`src/rtl/clct_key_deadtime_ctrl_pkg.sv`:
```
// rtl/clct_key_deadtime_ctrl_pkg.sv - shared widths and pattern field helpers for the key dead-time controller
package clct_key_deadtime_ctrl_pkg;
  localparam int MXPATB = 7;
  localparam int MXKEYB = 5;
  localparam int MXKEY  = 32;
  localparam int MXHITB = 3;
  localparam int MXDTB  = 4;
  localparam int SPAN   = 2;
  localparam int MXPIDB = MXPATB - MXHITB;

  function automatic logic [MXHITB-1:0] pat_hits(input logic [MXPATB-1:0] pat);
    return pat[MXPATB-1 -: MXHITB];
  endfunction

  function automatic logic [MXPIDB-1:0] pat_id(input logic [MXPATB-1:0] pat);
    return pat[MXPIDB-1:0];
  endfunction
endpackage

```
`src/rtl/clct_key_deadtime_ctrl_deadtimer.sv`:
```
// rtl/clct_key_deadtime_ctrl_deadtimer.sv - per-key dead-time down-counter driving one busy bit
module clct_key_deadtimer
  import clct_key_deadtime_ctrl_pkg::*;
(
  input  logic             clock,
  input  logic             reset,
  input  logic             flush,
  input  logic             load,
  input  logic [MXDTB-1:0] dead_bx,
  output logic             busy
);
  logic [MXDTB-1:0] cnt;

  // A zero dead time never loads, so such keys stay free every clock.
  always_ff @(posedge clock) begin
    if (reset || flush) begin
      cnt <= '0;
    end else if (load && (dead_bx != '0)) begin
      cnt <= dead_bx;
    end else if (cnt != '0) begin
      cnt <= cnt - MXDTB'(1);
    end
  end

  assign busy = (cnt != '0);
endmodule

```
`src/rtl/clct_key_deadtime_ctrl.sv`:
```
// rtl/clct_key_deadtime_ctrl.sv - accepts the sorter best pattern and blanks neighbouring keys for a dead time
module clct_key_deadtime_ctrl
  import clct_key_deadtime_ctrl_pkg::*;
(
  input  logic              clock,
  input  logic              reset,
  input  logic              enable,
  input  logic              flush,
  input  logic [MXDTB-1:0]  dead_bx,
  input  logic [MXHITB-1:0] hit_thr,
  input  logic [MXPATB-1:0] best_pat,
  input  logic [MXKEYB-1:0] best_key,
  input  logic              best_bsy,
  output logic [MXKEY-1:0]  bsy,
  output logic              clct_vld,
  output logic [MXPATB-1:0] clct_pat,
  output logic [MXKEYB-1:0] clct_key
);
  logic [MXHITB-1:0] hits;
  logic [MXKEYB:0]   key_ext;
  logic              accept;
  logic [MXKEY-1:0]  load;

  assign hits    = pat_hits(best_pat);
  assign key_ext = {1'b0, best_key};

  // The sorter output lags the mask by one clock, so our own mask must veto it.
  assign accept = enable & ~best_bsy & ~bsy[best_key] &
                  (hits >= hit_thr) & (hits != '0);

  for (genvar k = 0; k < MXKEY; k++) begin : g_key
    localparam logic [MXKEYB:0] KPOS = (MXKEYB+1)'(k);
    localparam logic [MXKEYB:0] KHI  = (MXKEYB+1)'(k + SPAN);

    // |k - K| <= SPAN, evaluated one bit wider so the window clips at 0 and MXKEY-1.
    assign load[k] = accept && (key_ext <= KHI) &&
                     (KPOS <= key_ext + (MXKEYB+1)'(SPAN));

    clct_key_deadtimer u_deadtimer (
      .clock   (clock),
      .reset   (reset),
      .flush   (flush),
      .load    (load[k]),
      .dead_bx (dead_bx),
      .busy    (bsy[k])
    );
  end

  always_ff @(posedge clock) begin
    if (reset) begin
      clct_vld <= 1'b0;
      clct_pat <= '0;
      clct_key <= '0;
    end else begin
      clct_vld <= accept;
      if (accept) begin
        clct_pat <= best_pat;
        clct_key <= best_key;
      end
    end
  end
endmodule

```
`config.mk`:
```
export PLATFORM = sky130hd
export DESIGN_NAME = clct_key_deadtime_ctrl
export DESIGN_NICKNAME = d
export VERILOG_FILES = /design/src/rtl/clct_key_deadtime_ctrl_pkg.sv /design/src/rtl/clct_key_deadtime_ctrl_deadtimer.sv /design/src/rtl/clct_key_deadtime_ctrl.sv
export SDC_FILE = /design/constraint.sdc
export NUM_CORES = 1
export LEC_CHECK = 0
export CELL_PAD_IN_SITES_DETAIL_PLACEMENT = 0
export CELL_PAD_IN_SITES_GLOBAL_PLACEMENT = 1
export CORE_MARGIN = 2
export CORE_UTILIZATION = 49
export CTS_BUF_LIST = sky130_fd_sc_hd__clkbuf_2 sky130_fd_sc_hd__clkbuf_4 sky130_fd_sc_hd__clkbuf_8
export CTS_CLUSTER_DIAMETER = 30
export CTS_CLUSTER_SIZE = 30
export DETAILED_ROUTE_END_ITERATION = 7
export PLACE_DENSITY_LB_ADDON = 0.1
export SETUP_SLACK_MARGIN = 0.1
export SYNTH_ARGS = -nofsm -noshare
export SYNTH_HDL_FRONTEND = slang
export SYNTH_HIERARCHICAL = 1
export SYNTH_SLANG_ARGS = --single-unit
```
`constraint.sdc`:
```
create_clock -name clock -period 5.3 [get_ports clock]
set_input_delay 1.59 -clock clock [delete_from_list [all_inputs] [get_ports clock]]
set_output_delay 1.59 -clock clock [all_outputs]
set_load 0.01 [all_outputs]
```
# Yosys cells after proc, flatten, opt, wreduce, memory -nomap -nowiden
# Index checks and enable logic that the tools add are counted.
[word_totals]
regBits = 141
elab_cells = 369
[op_classes]
muxes = 66
magnitude_cmp = 66
n_addsub = 33
bitwise = 6
n_reduce_logical = 163
[op_table]
columns = ["cell", "n"]
rows = [
  ["2-to-1 mux 4 bit", 64],
  ["nonzero test 4 bit", 33],
  ["subtractor 4 x 1 -> 4 bit, second input constant", 32],
  ["less-or-equal comparator 5 x 6 -> 1 bit, first input constant", 16],
  ["logical AND 1 bit", 96],
  ["less-or-equal comparator 5 bit, second input constant", 16],
  ["nonzero test 2 bit", 32],
  ["less-or-equal comparator 4 x 6 -> 1 bit, first input constant", 8],
  ["less-or-equal comparator 5 x 4 -> 1 bit, second input constant", 8],
  ["less-or-equal comparator 3 x 6 -> 1 bit, first input constant", 4],
  ["less-or-equal comparator 5 x 3 -> 1 bit, second input constant", 4],
  ["less-or-equal comparator 1 x 6 -> 1 bit, first input constant", 2],
  ["less-or-equal comparator 2 x 6 -> 1 bit, first input constant", 2],
  ["less-or-equal comparator 5 x 6 -> 1 bit, second input constant", 2],
  ["less-or-equal comparator 5 x 2 -> 1 bit, second input constant", 2],
  ["adder 5 x 2 -> 6 bit, second input constant", 1],
  ["< comparator 5 x 6 -> 1 bit, second input constant", 1],
  ["binary-select mux 1 bit (select 5 bit)", 1],
  ["AND 1 bit", 4],
  ["greater-or-equal comparator 3 bit", 1],
  ["nonzero test 3 bit", 1],
  ["inverter 1 bit", 2],
  ["logical OR 1 bit", 1],
  ["2-to-1 mux 1 bit", 1],
]

# Depth between registers and ports, before layout
# Gate-level depths: netlist of the first run.
[logic_depth]
ltp_word = 11
depth_mapped = 14
depth_no_buf = 12

# Hierarchy
# Netlist of the first run, hierarchy kept.
[modules_own_cells]
columns = ["mod", "cells_per_inst", "n_inst", "seq_area_each_um2", "area_each_um2"]
rows = [
  ["clct_key_deadtimer", 27, 32, 80.1, 279.0],
  ["clct_key_deadtime_ctrl", 254, 1, 260.2, 1920.6],
]

# Least setup slack after synthesis of the first run
# Ideal clock, no wire load.
[synth_timing]
kind = "input to register"
from = "input port best_key[0]"
to = "register g_key[21].u_deadtimer.cnt[3]"
required_time_ps = 5183
stages = 11
setup_slack_ps = 859
arrival_time_ps = 4324
path_cell_list = "buf_6 buf_6 mux4_2 a22o_1 a311oi_4 nor2b_2 buf_6 a311oi_1 o41ai_4 and3_2 a32o_1"
[synth_between]
elab_chain_len = 10
word_cells_on_any_way = 14
classes_between = "1 x add/sub; 2 x order compare; 3 x mux; 4 x bitwise; 4 x reduce/logical"
[synth_rtl]
columns = ["element", "line_no", "source"]
rows = [
  ["from (decl)", "clct_key_deadtime_ctrl.sv:12", "input logic [MXKEYB-1:0] best_key,"],
  ["binary-select mux 1 bit (select 5 bit)", "clct_key_deadtime_ctrl.sv:28", "assign accept = enable & ~best_bsy & ~bsy[best_key] &"],
  ["2-to-1 mux 1 bit (not written as such)", "clct_key_deadtime_ctrl.sv:28", ""],
  ["inverter 1 bit", "clct_key_deadtime_ctrl.sv:28", ""],
  ["AND 1 bit (2 in a row)", "clct_key_deadtime_ctrl.sv:28", ""],
  ["AND 1 bit", "clct_key_deadtime_ctrl.sv:29", "(hits >= hit_thr) & (hits != '0);"],
  ["logical AND 1 bit", "clct_key_deadtime_ctrl.sv:36", "assign load[k] = accept && (key_ext <= KHI) &&"],
  ["logical AND 1 bit *", "clct_key_deadtime_ctrl.sv:36", ""],
  ["net load[21]", "clct_key_deadtime_ctrl.sv:22", "logic [MXKEY-1:0] load;"],
  ["logical AND 1 bit *", "clct_key_deadtime_ctrl_deadtimer.sv:18", "end else if (load && (dead_bx != '0)) begin"],
  ["2-to-1 mux 4 bit or nonzero test 2 bit (tied branches)", "--", ""],
  ["to (signal assigned)", "clct_key_deadtime_ctrl_deadtimer.sv:21", "cnt <= cnt - MXDTB'(1);"],
  ["to (decl)", "clct_key_deadtime_ctrl_deadtimer.sv:12", "logic [MXDTB-1:0] cnt;"],
]
# The timed path passes the listed nets; every way through them passes the cells marked *. The select of a mux whose other input is x is not followed.
# A chain may end at the register's enable or synchronous reset.

# Final worst setup path of the first run
[layout_timing]
from = "input port best_key[0]"
to = "register g_key[19].u_deadtimer.cnt[3]"
[layout_between]
elab_chain_len = 10
word_cells_on_any_way = 14
classes_between = "1 x add/sub; 2 x order compare; 3 x mux; 4 x bitwise; 4 x reduce/logical"
[layout_rtl]
columns = ["element", "line_no"]
rows = [
  ["binary-select mux 1 bit (select 5 bit)", "clct_key_deadtime_ctrl.sv:28"],
  ["2-to-1 mux 1 bit (not written as such)", "clct_key_deadtime_ctrl.sv:28"],
  ["inverter 1 bit", "clct_key_deadtime_ctrl.sv:28"],
  ["AND 1 bit (2 in a row)", "clct_key_deadtime_ctrl.sv:28"],
  ["AND 1 bit", "clct_key_deadtime_ctrl.sv:29"],
  ["logical AND 1 bit", "clct_key_deadtime_ctrl.sv:36"],
  ["logical AND 1 bit *", "clct_key_deadtime_ctrl.sv:36"],
  ["net load[19]", "clct_key_deadtime_ctrl.sv:22"],
  ["logical AND 1 bit *", "clct_key_deadtime_ctrl_deadtimer.sv:18"],
  ["2-to-1 mux 4 bit or nonzero test 2 bit (tied branches)", "--"],
  ["to (signal assigned)", "clct_key_deadtime_ctrl_deadtimer.sv:21"],
  ["to (decl)", "clct_key_deadtime_ctrl_deadtimer.sv:12"],
]
# Marked as above.

==> impl_metrics.csv, run 1 <==
group,metric,value,unit
route,drc,0,
sta,clock_skew,0.02068,ns
route,via_per_inst,5.869,
power_and_ir_drop,total_leakage_power,4.746,nW
synth,synth_flop_cell,"dfxtp_1",
floorplan,rows,54,
place,placed_cells,1454,
setup_path,end_kind,"flop",
cts,cts_setup_buffers,0,
setup_path,critPathKind,"input port to flop",
sta,drv_slew,0,
cells_and_area,diodes,0,
cts,cts_tree,"yes",
sta,finalCritPeriodShare,0.8655,
setup_path,crit_chain,"clkdlybuf4s50_1, buf_4, buf_4, mux4_2, a311oi_4, nor2b_2, a221oi_2, o41ai_4, and3_2, a32o_1",
global_route,grt_pass1_wl,45740,µm
cts,clockRootBuffer,"clkbuf_8",
global_route,grt_max_degree,64,
cells_and_area,multiInputGateArea,7456,µm²
cts,htree_levels,4,
floorplan,die_x,152.8,µm
cells_and_area,final_cell_mix,"dfxtp_1 (141), a21boi_0 (96), inv_1 (74)",
route,drtAntennaViolNets,0,
synth,yosys_warnings,6,
synth,synthXorXnorAreaFrac,0.05167,
cells_and_area,fill_cells,1986,
synth,synth_fa_ha_area_frac,0.08511,
synth,yosysUniqueCellTypes,59,
setup_path,crit_buf_inv,3,
sta,rsz0062_at_grt,"false",
cts,clock_latency,0.47,ns
floorplan,start_util,0.4987,
synth,seq_area_frac_synth,0.2602,
setup_path,slowest_delay,0.59,ns
synth,ys_async_sr_fraction,0,
sta,setup_violations,0,
cells_and_area,layout_commonest_cell,"dfxtp_1",
power_and_ir_drop,powerDensity,402.4,nW/µm²
setup_path,critical_path.top_delay_family,"compound AO/OA/AOI/OAI gates",
worst_hold_path,hp-class,"flop to flop",
setup_path,crit_required,5.66,ns
sta,min_period,4.587,ns
floorplan,die_y,152.8,µm
sta,tns,0,ns
setup_path,crit_fanout,19,
synth,synth_mux_area_frac,0.02214,
sta,final_hold_viol_count,0,
global_route,gr-total-overflow,0,
power_and_ir_drop,ir_worst_vdd,214.5,µV
power_and_ir_drop,swShare,0.3908,
setup_path,crit_path_frequent_cell,"buf_4",
synth,syn_inst,1118,
synth,synth_edf_count,0,
place,hpwlAfterDp,18600,µm
synth,synth_top_family_by_area,"compound AO/OA/AOI/OAI gates",
floorplan,ios,69,
route,post_drt_wl_per_cell,18.58,µm
synth,synth.avg_cell_area,9.704,µm²
setup_path,worstPathArrival,4.95,ns
floorplan,die_area,23350,µm²
cells_and_area,seqCellArea,2823,µm²
synth,syn_nets,1215,
global_route,first_global_vias,8524,
place,io_buffers,68,
power_and_ir_drop,switchingPower,1.944,mW
cts,clk_pin_slew,0.08,ns
cells_and_area,layout-drive-gt1-share,0.1899,
power_and_ir_drop,pwr-share-seq,0.293,
cts,clockBufferDepth,2,
cts,cts_resized,0,
cts,numCtsBuffers,17,
route,num_vias,8722,
status,status,"finished clean",
cts,clock-sinks,141,
synth,synth-compound-area-share,0.3004,
setup_path,cpMaxStageDelayCell,"mux4_2",
sta,worst_slew_margin_rel,0.3497,
worst_hold_path,worstHoldStart,"clct_pat[3]$_SDFFE_PP0P_",
setup_path,r2r_start,"g_key[7].u_deadtimer/cnt[0]$_SDFFE_PP0P_",
synth,synth-simple-area-share,0.2279,
sta,fmax,218.0,MHz
power_and_ir_drop,combPwrFrac,0.524,
synth,netlist_area,10850,µm²
setup_path,crit_start,"best_key[0]",
route,routed_wl,27620,µm
cells_and_area,finalNonFillerCells,1486,
global_route,antenna_found_initial,1,
sta,worstMarginPinSlew,0.9711,ns
synth,synth_top_area_cell,"dfxtp_1",
route,drt_iter0_drc,486,
synth,ys_seq_elements,141,
synth,synth_area_leaders,"dfxtp_1 (26%), ha_1 (8.4%), o41ai_4 (8.1%), a21boi_0 (6.6%), o221a_1 (6.6%)",
floorplan,core,21760,µm²
synth,netlist.area_leader.share,0.2602,
cells_and_area,nets,1290,
job,cap_viol_max_count,0,
cts,ctsHoldBuffers,0,
setup_path,cp-start-kind,"input port",
power_and_ir_drop,cellInternalPower,3.030,mW
place,gp_congestion,0.9675,
route,drt_pass1_iterations,5,
power_and_ir_drop,pwr-share-clk,0.183,
cells_and_area,area_growth,13.95,%
global_route,grt_use_total,0.2391,
metrics by stage:
step                      instance area [µm²]    util  hold slack, ns  total power [mW]  setup WS [ns]
after detailed placement                11960  0.5499          0.4672             4.064         0.2600
after floorplan                         10850       -          0.4958             3.296         0.8589
final                                   12360  0.5683          0.4761             4.975         0.7128
after global placement                  11960  0.5499          0.4626             4.079         0.2572
after CTS                               12360  0.5683          0.4787             5.004         0.7449
after global routing                    12360  0.5683          0.4953             5.344         0.5959
layer usage:
metal	vias to the layer above	track usage	wire [µm]
met1	4175	0.3197	12930
met5	-	0	13
li1	4294	-	-
met2	210	0.3974	12980
met4	2	0.06966	473
met3	41	0.04010	1225
Yosys cell counts, drive strengths merged, types with 4 or more instances:
cell type and n:
dfxtp 141, a21boi 96, inv 74, ha 73, and2 66, o221a 64, xor2 64, nor2 62
nand2 57, nand2b 49, buf 40, nor3 40, nand3 36, and3 34, a32o 32, o41ai 32
or3b 32, a21oi 19, clkbuf 16, o21ai 11, a221oi 10, mux4 8, a211oi 6, mux2i 6
o31ai 5, a22oi 4, a311oi 4, a31oi 4
cell families (layout without fill, tap and decap cells):
family          count (synthesis)  in the layout
compound gates                304            304
xor+xnor                       64             64
fa+ha+maj                      74             74
buf+inv                       133            221
flops                         141            141
mux                            14             14
simple gates                  388            388
sequential cells by signal, summed over array words and instances, names as in the netlist:
signal,flops
clct_key,5
clct_pat,7
clct_vld,1
g_key.u_deadtimer/cnt,128
final cells by class:
type,instances,area share
timing repair buffer,112,0.08461
sequential,141,0.2283
clock buffer,20,0.02125
multi-input combinational,844,0.6031
inverter,77,0.02338
tap,280,0.02834
clock inverter,12,0.01103
power groups by stage:
stage                     sequential (mW)  clock (mW)  combinational, mW
after floorplan                      1.44           0               1.86
after global placement               1.48           0               2.60
after detailed placement             1.48           0               2.58
after CTS                            1.46       0.931               2.62
after global routing                 1.49       0.973               2.88
final                                1.46       0.912               2.61
worst paths after layout:
kind / cells after the start / to / slack (ns)
setup / recovery: 10 / g_key[19].u_deadtimer/cnt[3]$_SDFFE_PP0P_ / 0.71
hold / removal: 2 / clct_pat[3]$_SDFFE_PP0P_ / 0.48
setup reg to reg: 11 / g_key[19].u_deadtimer/cnt[3]$_SDFFE_PP0P_ / 1.53
hold reg to reg: 2 / clct_pat[3]$_SDFFE_PP0P_ / 0.48
worst min-delay path, delay by kind of cell, from the launching register on:
family           cells  cell delay (ns)
AND/OR/NAND/NOR      1             0.06
flip-flops           1             0.31
multiplexers         1             0.06
No activity file was read; power rests on OpenSTA's default activity.
==> run 2, diff against run 1 <==
- CAP_MARGIN: not set -> 10
==> results of run 2 <==
Same layout as run 1: the final DEF is identical, and so are final timing and power.
==> run 3, diff against run 2 <==
- CTS_BUF_LIST: sky130_fd_sc_hd__clkbuf_2 sky130_fd_sc_hd__clkbuf_4 sky130_fd_sc_hd__clkbuf_8 -> sky130_fd_sc_hd__clkbuf_4 sky130_fd_sc_hd__clkbuf_8
- TNS_END_PERCENT: not set -> 50
==> results of run 3 <==
Same layout as run 1: the final DEF is identical, and so are final timing and power.
